`src/rtl/mem_pkg.sv`:
```
// Shared types and default widths for the memory read/write stage.
//   DEF_DATA_WIDTH / DEF_ADDRESS_WIDTH : default widths for the stage
//   data_t, addr_t, cnt_t              : default-width data, address and occupancy types
//   rd_pipe_t                          : one read-pipeline slot {valid, miss, data}
package mem_pkg;
  localparam int DEF_DATA_WIDTH    = 32;
  localparam int DEF_ADDRESS_WIDTH = 4;

  typedef logic [DEF_DATA_WIDTH-1:0]    data_t;
  typedef logic [DEF_ADDRESS_WIDTH-1:0] addr_t;
  typedef logic [DEF_ADDRESS_WIDTH:0]   cnt_t;

  typedef struct packed {
    logic  valid;
    logic  miss;
    data_t data;
  } rd_pipe_t;
endpackage

```
`src/rtl/mem_rd_pipe.sv`:
```
// Read-return pipeline: STAGES-deep shift of {valid, miss, data} with an
// asynchronous active-low flush. Each stage's data only loads when the slot
// entering it is valid, so the final stage keeps showing the last returned
// value between pulses; miss is forced low on empty slots.
//   clk, rst            : clock, async active-low flush
//   in_valid/miss/data  : read accepted this edge and its snapshot
//   out_valid/miss/data : pipeline output, STAGES edges later
module mem_rd_pipe
  import mem_pkg::*;
#(
  parameter int DATA_WIDTH = DEF_DATA_WIDTH,
  parameter int STAGES     = 1
) (
  input  logic                  clk,
  input  logic                  rst,
  input  logic                  in_valid,
  input  logic                  in_miss,
  input  logic [DATA_WIDTH-1:0] in_data,
  output logic                  out_valid,
  output logic                  out_miss,
  output logic [DATA_WIDTH-1:0] out_data
);

  logic [STAGES-1:0]                 vld_pipe;
  logic [STAGES-1:0]                 miss_pipe;
  logic [STAGES-1:0][DATA_WIDTH-1:0] data_pipe;

  always_ff @(posedge clk or negedge rst) begin
    if (!rst) begin
      vld_pipe  <= '0;
      miss_pipe <= '0;
      data_pipe <= '0;
    end else begin
      vld_pipe[0]  <= in_valid;
      miss_pipe[0] <= in_valid & in_miss;
      if (in_valid) data_pipe[0] <= in_data;
      for (int i = 1; i < STAGES; i++) begin
        vld_pipe[i]  <= vld_pipe[i-1];
        miss_pipe[i] <= vld_pipe[i-1] & miss_pipe[i-1];
        if (vld_pipe[i-1]) data_pipe[i] <= data_pipe[i-1];
      end
    end
  end

  assign out_valid = vld_pipe[STAGES-1];
  assign out_miss  = miss_pipe[STAGES-1];
  assign out_data  = data_pipe[STAGES-1];

endmodule

```
`src/rtl/mem_rw_stage.sv`:
```
// Storage stage: DEPTH x DATA_WIDTH array with per-entry written bits, an
// occupancy counter and a fixed-latency read return.
//   clk, rst   : clock, async active-low reset
//   clr        : sync clear of written bits and occ_count
//   write_en   : write data_in to address
//   read_en    : read address; returns READ_LATENCY edges later
//   address    : entry index shared by read and write
//   data_in    : write data
//   valid_out  : one-cycle pulse per accepted read
//   data_out   : read data (holds last value between pulses)
//   rd_miss    : with valid_out, entry had never been written
//   occ_count  : number of entries with their written bit set
module mem_rw_stage
  import mem_pkg::*;
#(
  parameter int DATA_WIDTH    = DEF_DATA_WIDTH,
  parameter int ADDRESS_WIDTH = DEF_ADDRESS_WIDTH,
  parameter int READ_LATENCY  = 1
) (
  input  logic                     clk,
  input  logic                     rst,
  input  logic                     clr,
  input  logic                     write_en,
  input  logic                     read_en,
  input  logic [ADDRESS_WIDTH-1:0] address,
  input  logic [DATA_WIDTH-1:0]    data_in,
  output logic                     valid_out,
  output logic [DATA_WIDTH-1:0]    data_out,
  output logic                     rd_miss,
  output logic [ADDRESS_WIDTH:0]   occ_count
);

  localparam int DEPTH = 1 << ADDRESS_WIDTH;
  localparam int CW    = ADDRESS_WIDTH + 1;

  generate
    if (READ_LATENCY != 1 && READ_LATENCY != 2) begin : g_bad_latency
      $error("mem_rw_stage: READ_LATENCY must be 1 or 2");
    end
  endgenerate

  logic [DATA_WIDTH-1:0] mem [DEPTH];
  logic [DEPTH-1:0]      written;
  logic [DEPTH-1:0]      written_nxt;
  logic                  first_write;
  logic                  rd_miss_now;
  logic [DATA_WIDTH-1:0] rd_data_now;

  // Array contents are deliberately not reset; the written bits gate them.
  always_ff @(posedge clk) begin
    if (write_en) mem[address] <= data_in;
  end

  // Read snapshot sees pre-edge state, except a same-edge write which wins.
  always_comb begin
    rd_miss_now = !(write_en || written[address]);
    rd_data_now = '0;
    if (write_en)              rd_data_now = data_in;
    else if (written[address]) rd_data_now = mem[address];
  end

  assign first_write = write_en & ~written[address];

  // clr wipes everything except an entry written on the same edge.
  always_comb begin
    written_nxt = clr ? '0 : written;
    if (write_en) written_nxt[address] = 1'b1;
  end

  always_ff @(posedge clk or negedge rst) begin
    if (!rst) begin
      written   <= '0;
      occ_count <= '0;
    end else begin
      written <= written_nxt;
      if (clr) occ_count <= CW'(write_en);
      else     occ_count <= occ_count + CW'(first_write);
    end
  end

  mem_rd_pipe #(
    .DATA_WIDTH(DATA_WIDTH),
    .STAGES    (READ_LATENCY)
  ) u_rd_pipe (
    .clk      (clk),
    .rst      (rst),
    .in_valid (read_en),
    .in_miss  (rd_miss_now),
    .in_data  (rd_data_now),
    .out_valid(valid_out),
    .out_miss (rd_miss),
    .out_data (data_out)
  );

`ifndef SYNTHESIS
  a_ctrl_known: assert property (@(posedge clk) disable iff (!rst)
    !$isunknown({write_en, read_en}))
    else $error("mem_rw_stage: X on write_en/read_en");
`endif

endmodule

```
`config.mk`:
```
export PLATFORM = sky130hd
export DESIGN_NAME = mem_rw_stage
export DESIGN_NICKNAME = d
export VERILOG_FILES = /design/src/rtl/mem_pkg.sv /design/src/rtl/mem_rd_pipe.sv /design/src/rtl/mem_rw_stage.sv
export SDC_FILE = /design/constraint.sdc
export NUM_CORES = 1
export LEC_CHECK = 0
export CORE_UTILIZATION = 52
export CTS_CLUSTER_SIZE = 12
export DETAILED_ROUTE_END_ITERATION = 8
export MAX_ROUTING_LAYER = met4
export PLACE_DENSITY = 0.75
export SLEW_MARGIN = 30
export SYNTH_ARGS = -nofsm -noshare
export SYNTH_HDL_FRONTEND = slang
export SYNTH_SLANG_ARGS = --single-unit
```
`constraint.sdc`:
```
create_clock -name clk -period 3.25 [get_ports clk]
set_input_delay 0.975 -clock clk [delete_from_list [all_inputs] [get_ports clk]]
set_output_delay 0.975 -clock clk [all_outputs]
set_load 0.01 [all_outputs]
```
==> impl_summary.txt, run 1 <==
----------------------------------------------------
[Timing]
  Final Hold Viols ... 0
  Ratio of final minimum period to clock period ... 79.64%
  Max-slew violation count ... 0
  Time the worst path needs with I/O delays and setup ... 2588 ps
  Unrepaired setup endpoints after global routing ... no
  Worst clock skew on the final layout ... 17.83 ps
  Maximum clock frequency ... 0.3864 GHz
  Transition time at the pin with the least slew margin ... 881.1 ps
  Final setup violating endpoints ... 0
  Tightest slew margin relative to the limit ... 41.26%

[Layout]
  Count of nets after finishing ... 1,236
  Filler Cell Count ... 2,760
  Post-route cell area ... 25,380 um^2
  Area Overhead vs Synth ... 16.99%
  Share of the core filled with cells ... 61.88%
  Share of final-layout standard cells stronger than drive strength 1 ... 23.00%

[Setup path]
  Required time reported for the critical path endpoint ... 2270 ps
  Crit Path Max Fanout ... 2
  Endpoint of the worst register-to-register path ... occ_count[4]$_DFF_PN0_
  Crit. Startpoint ... u_rd_pipe.out_data[14]$_DFFE_PN0P_
  Register-to-Register Setup Slack ... 1070 ps
  Worst-case reg-to-reg path depth ... 9
  Worst setup SP type ... register
  Worst-path cell with the longest stage delay ... clkdlybuf4s50_1
  Number of stages on the worst setup path ... 1
  Number of buffer and inverter instances along the worst setup path ... 1
  Cell-by-cell trace of the critical path ... clkdlybuf4s50_1
  Largest stage delay on the critical path ... 580 ps
  Crit end category ... output pin
  Kind of critical path ... register to output pin
  Top cell family by delay on the critical path ... buffers and inverters
  End of the critical path ... data_out[14]
  Data arrival time of the critical path ... 1610 ps
  R2R Path Start ... written[3]$_DFF_PN0_

[Logic synthesis]
  Synthesized-area fraction occupied by ao, oa, aoi and oai cells ... 3.691%
  Post-synthesis net count ... 1,112
  Fraction of the mapped netlist area in adder cells ... 0.1153%
  Warnings from Yosys ... 0
  Sequential fraction of the synthesis area ... 77.21%
  Mean area per synthesized cell ... 20.29 um^2
  Distinct cells, synth ... 30
  Share of the synthesized netlist area taken by xor and xnor gates ... 0.1211%
  Count of mapped cells out of synthesis ... 1,069
  Seq cells post-synth ... 567
  Total standard cell area after synthesis ... 21,690 um^2
  Share of cell area taken by muxes after synthesis ... 13.76%
  Basic-gate share of the synthesized area counting and, or, nand and nor cells ... 3.259%
  Largest family of logic cells by synthesized area ... multiplexers

[Power]
  Maximum vdd ir drop ... 0.0003821 V
  Static power due to leakage ... 8.230 nW
  Total power per unit cell area ... 598.1 nW/um^2

[GRT]
  Wire length of the first global-routing pass ... 73,100 um
  Number of global-route vias before repair ... 11,365
  GRT Overall Usage ... 24.82%
  Maximum number of pins on one net before global-route repair ... 83
  Number of antenna violations at the first check in global routing ... 2
  Grt ovf ... 0

[Detailed routing]
  Iteration-0 DRC Markers ... 1,292
  Remaining DRCs ... 12
  Count of vias placed by the detailed router ... 11,078
  Ratio of routed vias to standard cells ... 6.248
  First-pass iteration count of the detailed router ... 9
  Routed wire length ... 49,380 um
  Average wire per standard cell ... 27.85 um
  Final ANT Viol Nets ... 0

[CTS]
  Skew-Pair Late Insertion Delay ... 580 ps
  TritonCTS clock tree ... yes
  Post-CTS Hold Fix Bufs ... 0
  Number of sinks on the clock net ... 567
  Max H-tree Level ... 2
  Cells resized by post-CTS repair ... 0
  TritonCTS buffer count ... 56
  Root cell of the clock tree ... clkbuf_16
  Clk buf depth ... 3
  Number of post-CTS setup repair buffers ... 0
  Clock transition time at the flip-flop clock pins of the worst setup and hold paths ... 60 ps

[Placement]
  Number of buffers added on ports ... 79
  Weighted congestion reported at the end of routability-driven placement ... 0.7922
  Placed Instance Area ... 23,680 um^2
  HPWL after detailed placement ... 26,320 um

[Floorplanning]
  Die boundary height ... 206.3 um
  I/O pin cnt ... 80
  Core area ... 41,020 um^2
  Num rows ... 74
  Initial core utilization ... 52.89%
  Die ar. ... 42,540 um^2
  Horizontal die dimension ... 206.3 um

[Run status]
  Status ... finished, violations left
  Failing checks ... DRC

[Worst hold path]
  Kind of path behind the tightest hold check ... register to register

[Flow run]
  Max cap viols ... 0

----------------------------------------------------
-- routing by layer --
layer | GRT usage [%] | vias to the layer above | routed length (um)
met5 | - | - | 0
met4 | 7.353 | 0 | 1192
met3 | 4.825 | 89 | 4373
met2 | 38.76 | 549 | 24530
met1 | 33.53 | 5800 | 19280
li1 | - | 4640 | -
-- cell usage after synthesis (all sizes together) --
cell type | n | area (um^2)
clkbuf | 35 | 132.6
buf | 33 | 204.0
nand2 | 66 | 255.2
inv | 16 | 60.06
a22oi | 66 | 500.5
nand2b | 2 | 12.51
nor3b | 1 | 12.51
mux2 | 1 | 11.26
and2 | 1 | 6.260
or2 | 1 | 6.260
mux4 | 132 | 2973
o22ai | 16 | 100.1
clkinv | 1 | 3.750
nor2 | 53 | 198.9
xnor2 | 1 | 8.760
a31oi | 32 | 200.2
or3 | 1 | 6.260
nand3 | 35 | 175.2
xor2 | 2 | 17.52
dfrtp | 55 | 1376
edfxtp | 512 | 15370
nand3b | 2 | 15.01
nor2b | 3 | 18.77
ha | 2 | 25.02
-- cell families (layout without fill, tap and decap cells) --
kind of cell	Yosys count	count (layout)
DFF	567	567
and+or+nand+nor	165	165
muxes	133	133
AOI/OAI and AO/OA	114	114
buffers and inverters	85	255
xor gates and xnor gates	3	3
adders and majority gates	2	2
other	0	2
-- how the worst min path moves through the flow --
stage	start	to	slack, ps	cells past startpoint
CTS	written[4]$_DFF_PN0_	written[4]$_DFF_PN0_	530	2
detailed placement	written[4]$_DFF_PN0_	written[4]$_DFF_PN0_	520	2
finish	written[10]$_DFF_PN0_	written[10]$_DFF_PN0_	540	2
global route	u_rd_pipe.out_data[17]$_DFFE_PN0P_	u_rd_pipe.out_data[17]$_DFFE_PN0P_	560	2
floorplan	written[10]$_DFF_PN0_	written[10]$_DFF_PN0_	500	2
global placement	written[4]$_DFF_PN0_	written[4]$_DFF_PN0_	510	2
-- flip-flops by register name (all words and copies together) (netlist names) --
name / flops
mem: 512
occ_count: 5
u_rd_pipe.out_data: 32
u_rd_pipe.out_miss: 1
u_rd_pipe.out_valid: 1
written: 16
-- per-stage QoR --
step / std cells / TNS (ps) / hold slack (ps) / worst slack [ps] / power [mW]
after floorplan: 1069 / -164150 / 501.1 / -477.3 / 8.856
after detailed placement: 1667 / 0 / 521.2 / 118.8 / 9.337
final: 1773 / 0 / 538.1 / 661.8 / 15.18
after CTS: 1771 / 0 / 530.4 / 675.7 / 15.25
after global placement: 1667 / 0 / 510.8 / 103.5 / 9.301
after global routing: 1773 / 0 / 562.4 / 578.2 / 15.59
-- report_power, final --
part | total, mW | leakage, nW | internal, mW | switching, mW
Sequential | 8.22 | 5.32 | 8.15 | 0.0733
Combinational | 0.969 | 2.10 | 0.423 | 0.546
Clock | 5.99 | 0.817 | 3.44 | 2.55
Total | 15.2 | 8.23 | 12.0 | 3.17
-- tightest hold or removal path, delay by kind of cell, from the launching register on --
family / cells / cell delay [ps]
buffers and inverters: 1 / 50
flip-flops: 1 / 370
AO/OA/AOI/OAI: 1 / 70
-- area by class of cell --
| type | count | area, um^2 | area share (%) |
|---|---|---|---|
| Sequential cell | 567 | 16750 | 66.00 |
| Inverter | 17 | 63.81 | 0.2514 |
| Antenna cell | 2 | 5.005 | 0.01972 |
| Timing Repair Buffer | 134 | 1515 | 5.970 |
| Multi-Input combinational cell | 417 | 4687 | 18.47 |
| Clock buffer | 99 | 1665 | 6.562 |
| Tap cell | 532 | 665.6 | 2.623 |
| Clock inverter | 5 | 27.53 | 0.1085 |
-- layout by cell type, fill, tap and decap left out, types with 2 or more instances in the layout --
cell type,n
ha_1,2
nand3b_1,2
clkbuf_1,35
clkbuf_16,58
buf_12,26
o22ai_1,16
dfrtp_1,55
mux4_2,132
clkdlybuf4s50_1,74
inv_1,16
nand3_1,35
edfxtp_1,512
nor2_1,36
nor2b_4,2
buf_2,3
clkinv_1,2
nor2_4,17
clkbuf_8,7
nand2b_1,2
a31oi_1,32
xor2_1,2
nand2_1,65
clkinv_2,3
a22oi_1,65
buf_4,30
diode_2,2
No activity file was read; power rests on OpenSTA's default activity.
==> run 2: changes to the inputs <==
PLACE_DENSITY = 0.77   (was 0.75)
clock period = 2.14 ns   (was 3.25 ns; I/O delays follow)
==> impl_summary.txt, run 2 (synthesis gave the netlist of run 1 again) <==
----------------------------------------------------
[Run status]
  Status ... finished, violations left
  Failing checks ... DRC

[Detailed routing]
  Final ANT Viol Nets ... 0 (unchanged)
  Routed wire length ... 52,820 um (+7.0%)
  Ratio of routed vias to standard cells ... 6.343 (+1.5%)
  Average wire per standard cell ... 28.80 um (+3.4%)
  Remaining DRCs ... 10 (-2)
  First-pass iteration count of the detailed router ... 7 (-2)
  Count of vias placed by the detailed router ... 11,633 (+5.0%)
  Iteration-0 DRC Markers ... 1,508 (+17%)

[Power]
  Maximum vdd ir drop ... 0.0007596 V (+99%)
  Total power per unit cell area ... 891.3 nW/um^2 (+49%)
  Static power due to leakage ... 8.676 nW (+5.4%)

[Setup path]
  Crit end category ... output pin
  Worst setup SP type ... register
  Kind of critical path ... register to output pin
  Required time reported for the critical path endpoint ... 1500 ps (-770 ps)
  Data arrival time of the critical path ... 1450 ps (-160 ps)
  Top cell family by delay on the critical path ... buffers and inverters
  Number of buffer and inverter instances along the worst setup path ... 1 (unchanged)
  Largest stage delay on the critical path ... 530 ps (-50 ps)
  Cell-by-cell trace of the critical path ... clkdlybuf4s50_1
  Worst-path cell with the longest stage delay ... clkdlybuf4s50_1
  Crit Path Max Fanout ... 1 (-1)

[Layout]
  Highest-count cells in the layout ignoring fill and taps ... edfxtp_1, mux4_2, buf_4
  Most common library cell in the layout ignoring fill and taps ... edfxtp_1
  Top reg by flops ... mem
  Area Overhead vs Synth ... 20.12%
  # diodes ... 0 (-2)
  Share of final-layout standard cells stronger than drive strength 1 ... 27.27% (+4.3 points)
  Largest register FFs ... 512 (unchanged)
  Share of the core filled with cells ... 63.53% (+1.7 points)
  Count of nets after finishing ... 1,301 (+5.3%)

[Timing]
  Least setup slack across all paths after layout ... 51.49 ps (-610.3 ps)
  Maximum clock frequency ... 0.4788 GHz
  Time the worst path needs with I/O delays and setup ... 2089 ps
  Final Hold Viols ... 0 (unchanged)
  Ratio of final minimum period to clock period ... 97.59%
  Final TNS setup ... 0 ps (unchanged)
  Final setup violating endpoints ... 0 (unchanged)
  Unrepaired setup endpoints after global routing ... no
  Transition time at the pin with the least slew margin ... 658.6 ps (-222.5 ps)
  Worst clock skew on the final layout ... 15.82 ps (-2.011 ps)
  Tightest slew margin relative to the limit ... 56.09% (+15 points)
  Max-slew violation count ... 0 (unchanged)

[CTS]
  Clk buf depth ... 3 (unchanged)
  Skew-Pair Late Insertion Delay ... 600 ps (+20 ps)
  TritonCTS buffer count ... 55 (-1.8%)
  Post-CTS Hold Fix Bufs ... 0 (unchanged)
  Root cell of the clock tree ... clkbuf_16
  Max H-tree Level ... 2 (unchanged)
  Clock transition time at the flip-flop clock pins of the worst setup and hold paths ... 60 ps (about the same)
  Number of sinks on the clock net ... 567 (unchanged)
  TritonCTS clock tree ... yes

[Floorplanning]
  Die ar. ... 42,540 um^2 (unchanged)
  Num rows ... 74 (unchanged)
  Core area ... 41,020 um^2 (unchanged)
  Die boundary height ... 206.3 um (unchanged)
  Initial core utilization ... 52.89% (unchanged)
  I/O pin cnt ... 80 (unchanged)
  Horizontal die dimension ... 206.3 um (unchanged)

[Flow run]
  Max cap viols ... 0 (unchanged)

[GRT]
  Wire length of the first global-routing pass ... 78,140 um (+6.9%)
  Grt ovf ... 0 (unchanged)
  Number of global-route vias before repair ... 12,066 (+6.2%)
  Maximum number of pins on one net before global-route repair ... 67 (-19%)
  Met3 usage in global routing ... 5.787% (+0.96 points)
  Routing usage on met1 ... 35.40% (+1.9 points)
  Number of antenna violations at the first check in global routing ... 0 (-2)
  GRT Overall Usage ... 26.83% (+2.0 points)
  GR met2 Demand/Resource ... 42.26% (+3.5 points)
  GRT busiest layer ... met2

[Placement]
  HPWL after detailed placement ... 28,430 um (+8.0%)
  Number of buffers added on ports ... 79 (unchanged)
  Weighted congestion reported at the end of routability-driven placement ... 0.8301 (+4.8%)
  Pre-CTS WS ... -475.5 ps (-594.3 ps)

[Worst hold path]
  Kind of path behind the tightest hold check ... primary input to async pin

----------------------------------------------------
## run 2: layer usage
metal	vias up	wire, um
met3	104	5547
met1	6059	19740
met4	0	1360
met5	-	0
li1	4769	-
met2	701	26170
## run 2: stage by stage
step                instances  area (um^2)  power, mW  hold slack (ps)
finish                   1834        26060      23.23            71.87
floorplan                1069        21900      13.48            346.4
global placement         1727        24390      14.27            513.6
CTS                      1834        26060      23.35            56.96
detailed placement       1727        24390      14.32            521.8
global route             1834        26060      23.88            78.51
## run 2: final timing paths
path | slack [ps] | to | start | cells past startpoint
worst max-delay path | 50 | valid_out | u_rd_pipe.out_valid$_DFF_PN0_ | 1
worst min-delay path | 70 | u_rd_pipe.out_data[1]$_DFFE_PN0P_ | rst | 1
worst max register to register | 80 | occ_count[4]$_DFF_PN0_ | written[11]$_DFF_PN0_ | 9
worst min register to register | 530 | written[5]$_DFF_PN0_ | written[5]$_DFF_PN0_ | 2
max in group asynchronous | 1500 | u_rd_pipe.out_data[20]$_DFFE_PN0P_ | rst | 2
min in group clk | 420 | u_rd_pipe.out_valid$_DFF_PN0_ | read_en | 2
## run 2: final cells by class
cell class | count | area (um^2)
Clock buffer | 98 | 1630
Clock inverter | 3 | 43.79
Fill cell | 2684 | 14960
Inverter | 17 | 63.81
Multi-Input combinational cell | 417 | 4727
Sequential cell | 567 | 16750
Tap cell | 532 | 665.6
Timing Repair Buffer | 200 | 2177
## run 2: what timing repair did
item                                    4_1_cts  5_1_grt
gates cloned                                  0        0
endpoints found under the setup margin       37        1
gates resized for setup                      38        0
buffers inserted                              6        0
pin swaps                                     0        1
## run 2: worst register-to-register path, stage by stage (launching register included)
cell     delay [ps]
dfrtp_1         390
mux4_2          490
a22oi_2         240
nand2_4          90
nor2_2           90
ha_2            210
ha_4            140
nand3_2          70
xor2_1          170
nor2_1           60
## run 2: power by group
part	total (mW)	switching (mW)	internal [mW]
clock	9.14	3.91	5.22
sequential	12.5	0.115	12.4
combinational	1.61	0.896	0.713
